<file path="src/rtl/l2_mshr_alloc_pkg.sv">
// l2_mshr_alloc_pkg: shared FSM type and requester index constants for the L2 MSHR allocator.
// N_MSHR / MSHR_BITS normally come from spandex_consts; the defaults below apply only
// when those macros have not already been defined.

`ifndef N_MSHR
`define N_MSHR 4
`endif
`ifndef MSHR_BITS
`define MSHR_BITS 2
`endif

package l2_mshr_alloc_pkg;

    typedef enum logic [1:0] {
        RUN   = 2'd0,
        DRAIN = 2'd1,
        DONE  = 2'd2
    } l2_mshr_alloc_state_t;

    localparam int REQ_CPU   = 0;
    localparam int REQ_EVICT = 1;

endpackage

</file>
<file path="src/rtl/l2_mshr_pick.sv">
// l2_mshr_pick: combinational lowest-index finder over the free bitmap.

module l2_mshr_pick
    import l2_mshr_alloc_pkg::*;
#(
    parameter int unsigned N = 4,
    parameter int unsigned W = 2
) (
    input  logic [N-1:0] i_free_vec,
    output logic [W-1:0] o_idx,
    output logic         o_any_free
);

    // Scan downwards so the last hit left standing is the lowest set bit.
    always_comb begin
        o_idx      = '0;
        o_any_free = |i_free_vec;
        for (int i = N - 1; i >= 0; i--) begin
            if (i_free_vec[i]) begin
                o_idx = W'(i);
            end
        end
    end

endmodule

</file>
<file path="src/rtl/l2_mshr_alloc.sv">
// l2_mshr_alloc: MSHR entry allocator with two round-robin requesters (CPU, eviction),
// release handling, eviction-stall flag and a flush/drain FSM.
// Optional build macro: L2_MSHR_RESERVE_EN keeps the last free entry for the eviction path.

`ifndef N_MSHR
`define N_MSHR 4
`endif
`ifndef MSHR_BITS
`define MSHR_BITS 2
`endif

module l2_mshr_alloc
    import l2_mshr_alloc_pkg::*;
#(
    parameter int unsigned N_MSHR    = `N_MSHR,
    parameter int unsigned MSHR_BITS = `MSHR_BITS
) (
    input  logic                 i_clk,
    input  logic                 i_rst,
    input  logic [1:0]           i_alloc_valid,
    output logic [1:0]           o_alloc_ready,
    output logic [MSHR_BITS-1:0] o_alloc_idx,
    input  logic                 i_rel_valid,
    input  logic [MSHR_BITS-1:0] i_rel_idx,
    input  logic                 i_flush_req,
    output logic                 o_flush_done,
    output logic [MSHR_BITS:0]   o_mshr_cnt,
    output logic                 o_mshr_full,
    output logic                 o_evict_stall
);

    localparam int unsigned         MSHR_BITS_P1 = MSHR_BITS + 1;
    localparam logic [MSHR_BITS:0]  CNT_MAX      = MSHR_BITS_P1'(N_MSHR);
    localparam logic [MSHR_BITS:0]  CNT_ONE      = MSHR_BITS_P1'(1);

    logic [N_MSHR-1:0]     r_free_vec;
    logic [MSHR_BITS:0]    r_cnt;
    logic                  r_rr;
    logic                  r_evict_stall;
    logic                  r_flush_done;
    l2_mshr_alloc_state_t  r_state;

    logic [MSHR_BITS-1:0]  w_pick_idx;
    logic                  w_any_free;
    logic                  w_run;
    logic [1:0]            w_elig;
    logic [1:0]            w_grant;
    logic                  w_rel_ok;
    logic [N_MSHR-1:0]     w_free_nxt;
    logic [MSHR_BITS:0]    w_cnt_nxt;

    l2_mshr_pick #(
        .N (N_MSHR),
        .W (MSHR_BITS)
    ) u_pick (
        .i_free_vec (r_free_vec),
        .o_idx      (w_pick_idx),
        .o_any_free (w_any_free)
    );

    assign w_run    = (r_state == RUN);
    // A release only counts when the entry is actually busy.
    assign w_rel_ok = i_rel_valid & ~r_free_vec[i_rel_idx];

    // Eligibility and round-robin arbitration; grant is same-cycle combinational.
    always_comb begin
        w_elig            = '0;
        w_grant           = '0;
        w_elig[REQ_CPU]   = i_alloc_valid[REQ_CPU] & w_any_free & w_run;
`ifdef L2_MSHR_RESERVE_EN
        w_elig[REQ_CPU]   = w_elig[REQ_CPU] & (r_cnt > CNT_ONE);
`endif
        w_elig[REQ_EVICT] = i_alloc_valid[REQ_EVICT] & w_any_free & w_run;
        if (&w_elig) begin
            w_grant = r_rr ? 2'b10 : 2'b01;
        end else begin
            w_grant = w_elig;
        end
    end

    // Next free bitmap and count; grant and release never touch the same bit.
    always_comb begin
        w_free_nxt = r_free_vec;
        if (|w_grant) begin
            w_free_nxt[w_pick_idx] = 1'b0;
        end
        if (w_rel_ok) begin
            w_free_nxt[i_rel_idx] = 1'b1;
        end
        w_cnt_nxt = r_cnt;
        case ({|w_grant, w_rel_ok})
            2'b10:   w_cnt_nxt = r_cnt - CNT_ONE;
            2'b01:   w_cnt_nxt = r_cnt + CNT_ONE;
            default: w_cnt_nxt = r_cnt;
        endcase
    end

    // Datapath state: free bitmap, free count, round-robin pointer, eviction stall.
    always_ff @(posedge i_clk) begin
        if (!i_rst) begin
            r_free_vec    <= '1;
            r_cnt         <= CNT_MAX;
            r_rr          <= 1'b0;
            r_evict_stall <= 1'b0;
        end else begin
            r_free_vec <= w_free_nxt;
            r_cnt      <= w_cnt_nxt;
            // Pointer goes to whoever did not win this grant.
            if (|w_grant) begin
                r_rr <= w_grant[REQ_CPU];
            end
            if (w_rel_ok) begin
                r_evict_stall <= 1'b0;
            end else if (i_alloc_valid[REQ_EVICT] & ~w_grant[REQ_EVICT] & o_mshr_full) begin
                r_evict_stall <= 1'b1;
            end
        end
    end

    // Flush FSM with registered flush_done pulse.
    always_ff @(posedge i_clk) begin
        if (!i_rst) begin
            r_state      <= RUN;
            r_flush_done <= 1'b0;
        end else begin
            r_flush_done <= 1'b0;
            unique case (r_state)
                RUN: begin
                    if (i_flush_req) begin
                        r_state <= DRAIN;
                    end
                end
                DRAIN: begin
                    if (r_cnt == CNT_MAX) begin
                        r_state      <= DONE;
                        r_flush_done <= 1'b1;
                    end
                end
                DONE: begin
                    r_state <= RUN;
                end
                default: begin
                    r_state <= RUN;
                end
            endcase
        end
    end

    assign o_alloc_ready = w_grant;
    assign o_alloc_idx   = w_pick_idx;
    assign o_mshr_cnt    = r_cnt;
    assign o_mshr_full   = (r_cnt == '0);
    assign o_evict_stall = r_evict_stall;
    assign o_flush_done  = r_flush_done;

endmodule
</file>
<file path="config.mk">
export PLATFORM = sky130hd
export DESIGN_NAME = l2_mshr_alloc
export DESIGN_NICKNAME = d
export VERILOG_FILES = /design/src/rtl/l2_mshr_alloc_pkg.sv /design/src/rtl/l2_mshr_pick.sv /design/src/rtl/l2_mshr_alloc.sv
export SDC_FILE = /design/constraint.sdc
export NUM_CORES = 1
export LEC_CHECK = 0
export ABC_AREA = 1
export CAP_MARGIN = 15
export CORE_UTILIZATION = 47
export DETAILED_ROUTE_END_ITERATION = 12
export PLACE_DENSITY_LB_ADDON = 0.25
export SLEW_MARGIN = 20
export SYNTH_ARGS = -nofsm -noshare
export SYNTH_HDL_FRONTEND = slang
export SYNTH_HIERARCHICAL = 1
export SYNTH_SLANG_ARGS = --single-unit
</file>
<file path="constraint.sdc">
create_clock -name i_clk -period 2.2 [get_ports i_clk]
set_input_delay 0.22 -clock i_clk [delete_from_list [all_inputs] [get_ports i_clk]]
set_output_delay 0.22 -clock i_clk [all_outputs]
set_load 0.05 [all_outputs]
</file>
==> results.ini, run 1 <==
[setup_path]
cp.required_ns = 1.98
crit_path_start_kind = flip-flop
crit_fanout = 5
arrival_ns = 1.88
critPathKind = flip-flop to output port
reg2reg_depth = 10
endpoint_kind = output port

[pwr]
ir_drop_uv = 597.5
finalPower_w = 0.0009391
p_leak_nw = 0.5333
power.density_nw_per_um2 = 938.2
p_switching_w = 0.0004175
switching_share = 0.4446
power_frac_comb = 0.492
pwr-share-seq = 0.313
p_int_w = 0.0005216
pwr-share-clk = 0.195

[sta]
fin_ws_ns = 0.1009
worst_slew_pin_slew_ns = 0.4984
hold_viol = 0
min_period_ns = 2.099
rsz0062_at_grt = false
fin_skew_ns = 0.001072
finalSetupViolCount = 0
drv_slew = 0
fin_tns_setup_ns = 0
timing.fmax_ghz = 0.4764
period_share = 0.9541
slew_headroom = 0.6667

[cts]
cts_hold_buffers = 0
post_cts_buffers = 0
clock-sinks = 12
cts_max_level = 1
path_clk_slew_ns = 0.08
cts_tree = done
cts-root-buf = clkbuf_4
clock_latency_ns = 0.28
clk_path_buf_depth = 2
cts_resized = 0
cts_buffers = 3

[synth]
synth_area_leaders = dfxtp_1 32%, inv_1 10%, nand2_1 9.5%
synth_top_area_share = 0.3216
synth_nets = 123
syn_area_um2 = 747.0
yosys.area.top_type = dfxtp_1
synth_warnings = 6
ys_types = 21
ys_seq_area_frac = 0.3216
synth-seq-cells = 12
avgSynthCellArea_um2 = 6.610
postSynthCellCount = 113

[placement]
dp.cells = 150
gp_congestion = 0.7518
dpl.hpwl_mm = 1.254
dp_slack_ns = -0.1379
io_buffers = 17
placed_area_um2 = 964.7

[flow_run]
cap_violations = 0

[global_routing]
grtUsageTotal = 0.2089
grt_pass1_vias = 699
grt_max_degree = 9
grt_pass1_wl_mm = 2.822
grt-ovfl-total = 0
antenna_found_initial = 0

[detailed_routing]
wire_per_inst_um = 10.50
drt_wl_total_mm = 1.617
via_per_inst = 5.013
drtAntennaViolNets = 0
drt_first_pass_iters = 6
drt_iter0_markers = 12
vias = 772
drc = 0

[floorplan]
core_area_um2 = 1489
initial_core_util = 0.5017
io_pins = 18
fp.dieH_um = 41.87
die_w_um = 41.87
dieArea_um2 = 1753
rows = 14

[status]
status = completed

[layout]
final_common_cell = inv_1
layout.nets = 149
drive_above_1_share = 0.2174
diodes = 0
syn2layout_area_growth_pct = 34.00
final_cells = 154
final_cell_mix = 20 x inv_1, 19 x nand2_1, 15 x clkdlybuf4s50_1, 14 x nor2_1, 14 x nand3_1
n_fill_cell = 139
final_cell_area_um2 = 1001

[worst_hold_path]
hold_path_class = input pin to flip-flop
hold_path_depth = 3

-- final timing paths --
| check | start | to | slack, ns |
|---|---|---|---|
| worst max-delay path | r_free_vec[2]$_SDFF_PN1_ | o_alloc_idx[0] | 0.10 |
| worst min register to register | r_state[1]$_SDFFE_PN0P_ | r_state[1]$_SDFFE_PN0P_ | 0.49 |
| worst max register to register | r_free_vec[2]$_SDFF_PN1_ | o_mshr_cnt[1]$_SDFFE_PN0P_ | 0.19 |
| worst min-delay path | i_flush_req | r_state[0]$_SDFFE_PN0P_ | 0.49 |
-- synthesized netlist by cell type --
library cell	n
a21oi_1	3
a21oi_2	2
a21oi_4	1
clkbuf_2	1
dfxtp_1	12
fa_1	1
ha_1	1
inv_1	20
inv_2	6
nand2_1	19
nand2_2	6
nand3_1	14
nand4_1	4
nor2_1	14
nor2_2	2
nor2_4	1
nor3_2	1
nor4_1	2
o21ai_0	1
or2_1	1
xor2_1	1
-- layer usage --
layer  wire, µm  global-route usage  vias up
met1        770              0.2568      350
met3         46             0.02609        5
li1           -                   -      404
met4         34              0.1161        0
met5          0                   0        -
met2        765              0.3500       13
-- critical path, cell delays in order (launching register included) --
cell and delay [ns]:
dfxtp_1 0.36, inv_2 0.09, nand2_1 0.06, a21oi_2 0.23, clkdlybuf4s50_1 0.85
-- area by class of cell --
| class | count | area [µm²] | area share |
|---|---|---|---|
| clock buffer | 4 | 36.28 | 0.03625 |
| tap | 16 | 20.02 | 0.02000 |
| inverter | 26 | 97.59 | 0.09750 |
| sequential | 12 | 240.2 | 0.2400 |
| multi-input combinational | 74 | 404.1 | 0.4038 |
| timing repair buffer | 22 | 202.7 | 0.2025 |
-- cells by family after synthesis --
| kind of cell | count (synthesis) | share of synthesized area |
|---|---|---|
| AND/OR/NAND/NOR | 64 | 0.4137 |
| buffers and inverters | 27 | 0.1373 |
| flip-flops | 12 | 0.3216 |
| AO/OA/AOI/OAI | 7 | 0.07202 |
| adder cells (fa/ha/maj) | 2 | 0.04355 |
| XOR/XNOR | 1 | 0.01173 |
-- sequential cells by signal (all words and copies together), names as in the netlist --
signal / flops
o_evict_stall: 1
r_state: 2
r_rr: 1
r_free_vec: 4
o_flush_done: 1
o_mshr_cnt: 3
-- power by group through the flow --
stage | sequential (W) | combinational [W] | clock [W]
6_report | 0.000294 | 0.000462 | 0.000183
2_1_floorplan | 0.000375 | 0.000244 | 0
4_1_cts | 0.000295 | 0.000464 | 0.000182
3_3_place_gp | 0.000300 | 0.000454 | 0
3_5_place_dp | 0.000300 | 0.000461 | 0
5_1_grt | 0.000300 | 0.000500 | 0.000189
-- stage by stage --
step                utilization  hold slack [ns]
global placement         0.6479           0.4812
detailed placement       0.6479           0.4876
global route             0.6723           0.5194
CTS                      0.6723           0.4925
finish                   0.6723           0.4876
floorplan                     -           0.3652
No activity file was read; power rests on OpenSTA's default activity.
==> run 2, diff against run 1 <==
--- a/config.mk
+++ b/config.mk
@@ -9,6 +9,7 @@
 export CAP_MARGIN = 15
 export CORE_UTILIZATION = 47
 export DETAILED_ROUTE_END_ITERATION = 12
+export GPL_TIMING_DRIVEN = 0
 export PLACE_DENSITY_LB_ADDON = 0.25
 export SLEW_MARGIN = 20
 export SYNTH_ARGS = -nofsm -noshare
==> constraint.sdc (replaced) <==
create_clock -name i_clk -period 2.2 [get_ports i_clk]
set_input_delay 0.22 -clock i_clk [delete_from_list [all_inputs] [get_ports i_clk]]
set_output_delay 0.22 -clock i_clk [all_outputs]
set_load 0.005 [all_outputs]
==> run 2 against run 1 <==
  * Critical path type is now flip-flop to flip-flop
  * Highest routed layer unchanged
  * Final area shrank 2.4%
  * Maximum frequency grew 3.1%
  * First-iteration DRC count grew 50%
  * Final cell count shrank 2.6%
  * Sequential power is essentially flat
  * Global-route usage grew 0.75 points
  * Clock-buffer cell count is the same
  * Via count shrank 4.1%
  * Clock power shrank 5%
  * Die area is the same
  * Wire length shrank 0.62%
==> results.ini, run 2 (synthesis gave the netlist of run 1 again) <==
[global_routing]
antenna_found_initial = 0  ; unchanged
grtUsageTotal = 0.2164  ; was 0.2089
grt-ovfl-total = 0  ; unchanged
grt_pass1_vias = 696  ; was 699
grt_pass1_wl_mm = 2.856  ; was 2.822 mm
grt_max_degree = 9  ; unchanged

[layout]
top_register = r_free_vec  ; unchanged
drive_above_1_share = 0.1940  ; was 0.2174
layout.nets = 145  ; was 149
largest_register_ff_count = 4  ; unchanged
syn2layout_area_growth_pct = 30.82  ; was 34.00%
diodes = 0  ; unchanged
final_cell_mix = 20 x inv_1, 19 x nand2_1, 14 x nor2_1, 14 x nand3_1, 14 x clkdlybuf4s50_1  ; was 20 x inv_1, 19 x nand2_1, 15 x clkdlybuf4s50_1, 14 x nor2_1, 14 x nand3_1
n_fill_cell = 129  ; was 139
final_cell_area_um2 = 977.2  ; was 1001 µm²
final_cells = 150  ; was 154
final_common_cell = inv_1  ; unchanged

[cts]
cts_tree = done  ; unchanged
clk_path_buf_depth = 2  ; unchanged
clock_latency_ns = 0.27  ; was 0.28 ns
cts-root-buf = clkbuf_4  ; unchanged
cts_max_level = 1  ; unchanged
path_clk_slew_ns = 0.08  ; about the same
cts_buffers = 3  ; unchanged
clock-sinks = 12  ; unchanged

[sta]
min_period_ns = 2.035  ; was 2.099 ns
worst_slew_pin_slew_ns = 0.2511  ; was 0.4984 ns
hold_viol = 0  ; unchanged
fin_skew_ns = 0.003829  ; was 0.001072 ns
rsz0062_at_grt = false  ; unchanged
timing.fmax_ghz = 0.4914  ; was 0.4764 GHz
drv_slew = 0  ; unchanged
period_share = 0.9251  ; was 0.9541
slew_headroom = 0.8323  ; was 0.6667
finalSetupViolCount = 0  ; unchanged

[detailed_routing]
wire_per_inst_um = 10.71  ; was 10.50 µm
drt_first_pass_iters = 6  ; unchanged
drc = 0  ; unchanged
drt_iter0_markers = 18  ; was 12
via_per_inst = 4.933  ; was 5.013
vias = 740  ; was 772
drt_wl_total_mm = 1.607  ; was 1.617 mm
drtAntennaViolNets = 0  ; unchanged

[floorplan]
die_w_um = 41.87  ; unchanged
io_pins = 18  ; unchanged
fp.dieH_um = 41.87  ; unchanged
dieArea_um2 = 1753  ; unchanged
initial_core_util = 0.5017  ; unchanged
rows = 14  ; unchanged
core_area_um2 = 1489  ; unchanged

[setup_path]
cp_num_cells = 11  ; was 4
path_delay_family = simple AND/OR/NAND/NOR gates  ; was buffers and inverters
reg2reg_depth = 11  ; was 10
timing.critical_path.mode_cell = inv_1
crit_fanout = 5  ; unchanged
path_cells = inv_1 > nand4_1 > nand2_2 > a21oi_4 > inv_1 > ha_1 > inv_1 > fa_1 > or2_1 > nand4_1 > nand3_1  ; was inv_2 > nand2_1 > a21oi_2 > clkdlybuf4s50_1
cpPeakStageDelay_ns = 0.38  ; was 0.85 ns
critPathKind = flip-flop to flip-flop  ; was flip-flop to output port
arrival_ns = 2.19  ; was 1.88 ns
crit_slowest_cell = fa_1  ; was clkdlybuf4s50_1
cp.required_ns = 2.36  ; was 1.98 ns
worst-path-buf-inv = 3  ; was 2
endpoint_kind = flip-flop  ; was output port
crit_path_start_kind = flip-flop  ; unchanged

[placement]
placed_area_um2 = 927.1  ; was 964.7 µm²
dp.cells = 145  ; was 150
dpl.hpwl_mm = 1.256  ; was 1.254 mm
io_buffers = 16  ; was 17
gp_congestion = 0.8428  ; was 0.7518

[worst_hold_path]
hold_path_depth = 2  ; was 3
hold_path_class = input pin to flip-flop  ; unchanged

[pwr]
power.density_nw_per_um2 = 808.1  ; was 938.2 nW/µm²
p_leak_nw = 0.5297  ; was 0.5333 nW
ir_drop_uv = 715.1  ; was 597.5 µV

[status]
status = completed  ; unchanged

[flow_run]
cap_violations = 0  ; unchanged

## run 2: cell types whose count changed in the layout (fill, tap and decap cells not counted), sizes merged
cell	change
clkbuf	+1
buf	-6
dlymetal6s2s	+2
clkdlybuf4s50	-1
## run 2: layout make-up
type | count | area, µm² | share of cell area
clock buffer | 4 | 36.28 | 0.03713
timing repair buffer | 17 | 172.7 | 0.1767
inverter | 26 | 97.59 | 0.09987
tap | 16 | 20.02 | 0.02049
buffer | 1 | 5.005 | 0.005122
multi-input combinational | 74 | 404.1 | 0.4136
sequential | 12 | 241.5 | 0.2471
## run 2: report_power, final
part | internal, W | switching, W
logic | 0.000157 | 0.000161
clock network | 0.000101 | 0.0000739
registers | 0.000256 | 0.0000403
total | 0.000514 | 0.000276
## run 2: per-stage QoR
stage	total power (W)	worst slack, ns	utilization	hold WS (ns)	TNS (ns)
floorplan	0.0004844	0.3247	-	0.3652	0
global placement	0.0006043	-0.1007	0.6227	0.4759	-0.1007
detailed placement	0.0006148	-0.1491	0.6227	0.4778	-0.1626
CTS	0.0007939	0.05075	0.6471	0.2298	0
global route	0.0008546	0.03459	0.6563	0.2509	0
finish	0.0007897	0.1648	0.6563	0.2430	0
## run 2: routing by layer
layer | track usage | share of wire | up-vias
li1 | - | - | 392
met1 | 0.2493 | 0.45 | 337
met2 | 0.3688 | 0.51 | 9
met3 | 0.09130 | 0.032 | 2
met4 | 0.05161 | 0.0068 | 0
met5 | 0 | 0 | -
## run 2: worst paths after layout
path	startpoint	end	slack [ns]
setup / recovery	r_free_vec[3]$_SDFF_PN1_	o_mshr_cnt[2]$_SDFFE_PN1P_	0.16
hold / removal	i_rst	r_free_vec[1]$_SDFF_PN1_	0.24
setup reg to reg	r_free_vec[3]$_SDFF_PN1_	o_mshr_cnt[2]$_SDFFE_PN1P_	0.16
hold reg to reg	o_evict_stall$_SDFFE_PP0P_	o_evict_stall$_SDFFE_PP0P_	0.49
## run 2: worst reg2reg max path, stage by stage (launching register included)
cell,delay (ns)
dfxtp_2,0.35
inv_1,0.09
nand4_1,0.20
nand2_2,0.16
a21oi_4,0.07
inv_1,0.06
ha_1,0.16
inv_1,0.08
fa_1,0.38
or2_1,0.25
nand4_1,0.07
nand3_1,0.07
## run 2: timing repair
item	in CTS	in global routing
buffers inserted	0	1
hold buffers	0	0
endpoints found under the setup margin	0	2
resized for setup	0	3
==> run 3, diff against run 2 <==
--- a/config.mk
+++ b/config.mk
@@ -6,7 +6,7 @@
 export NUM_CORES = 1
 export LEC_CHECK = 0
 export ABC_AREA = 1
-export CAP_MARGIN = 15
+export CAP_MARGIN = 5
 export CORE_UTILIZATION = 47
 export DETAILED_ROUTE_END_ITERATION = 12
 export GPL_TIMING_DRIVEN = 0
==> results of run 3 <==
The final DEF is identical to that of run 2; final timing and power are the same.
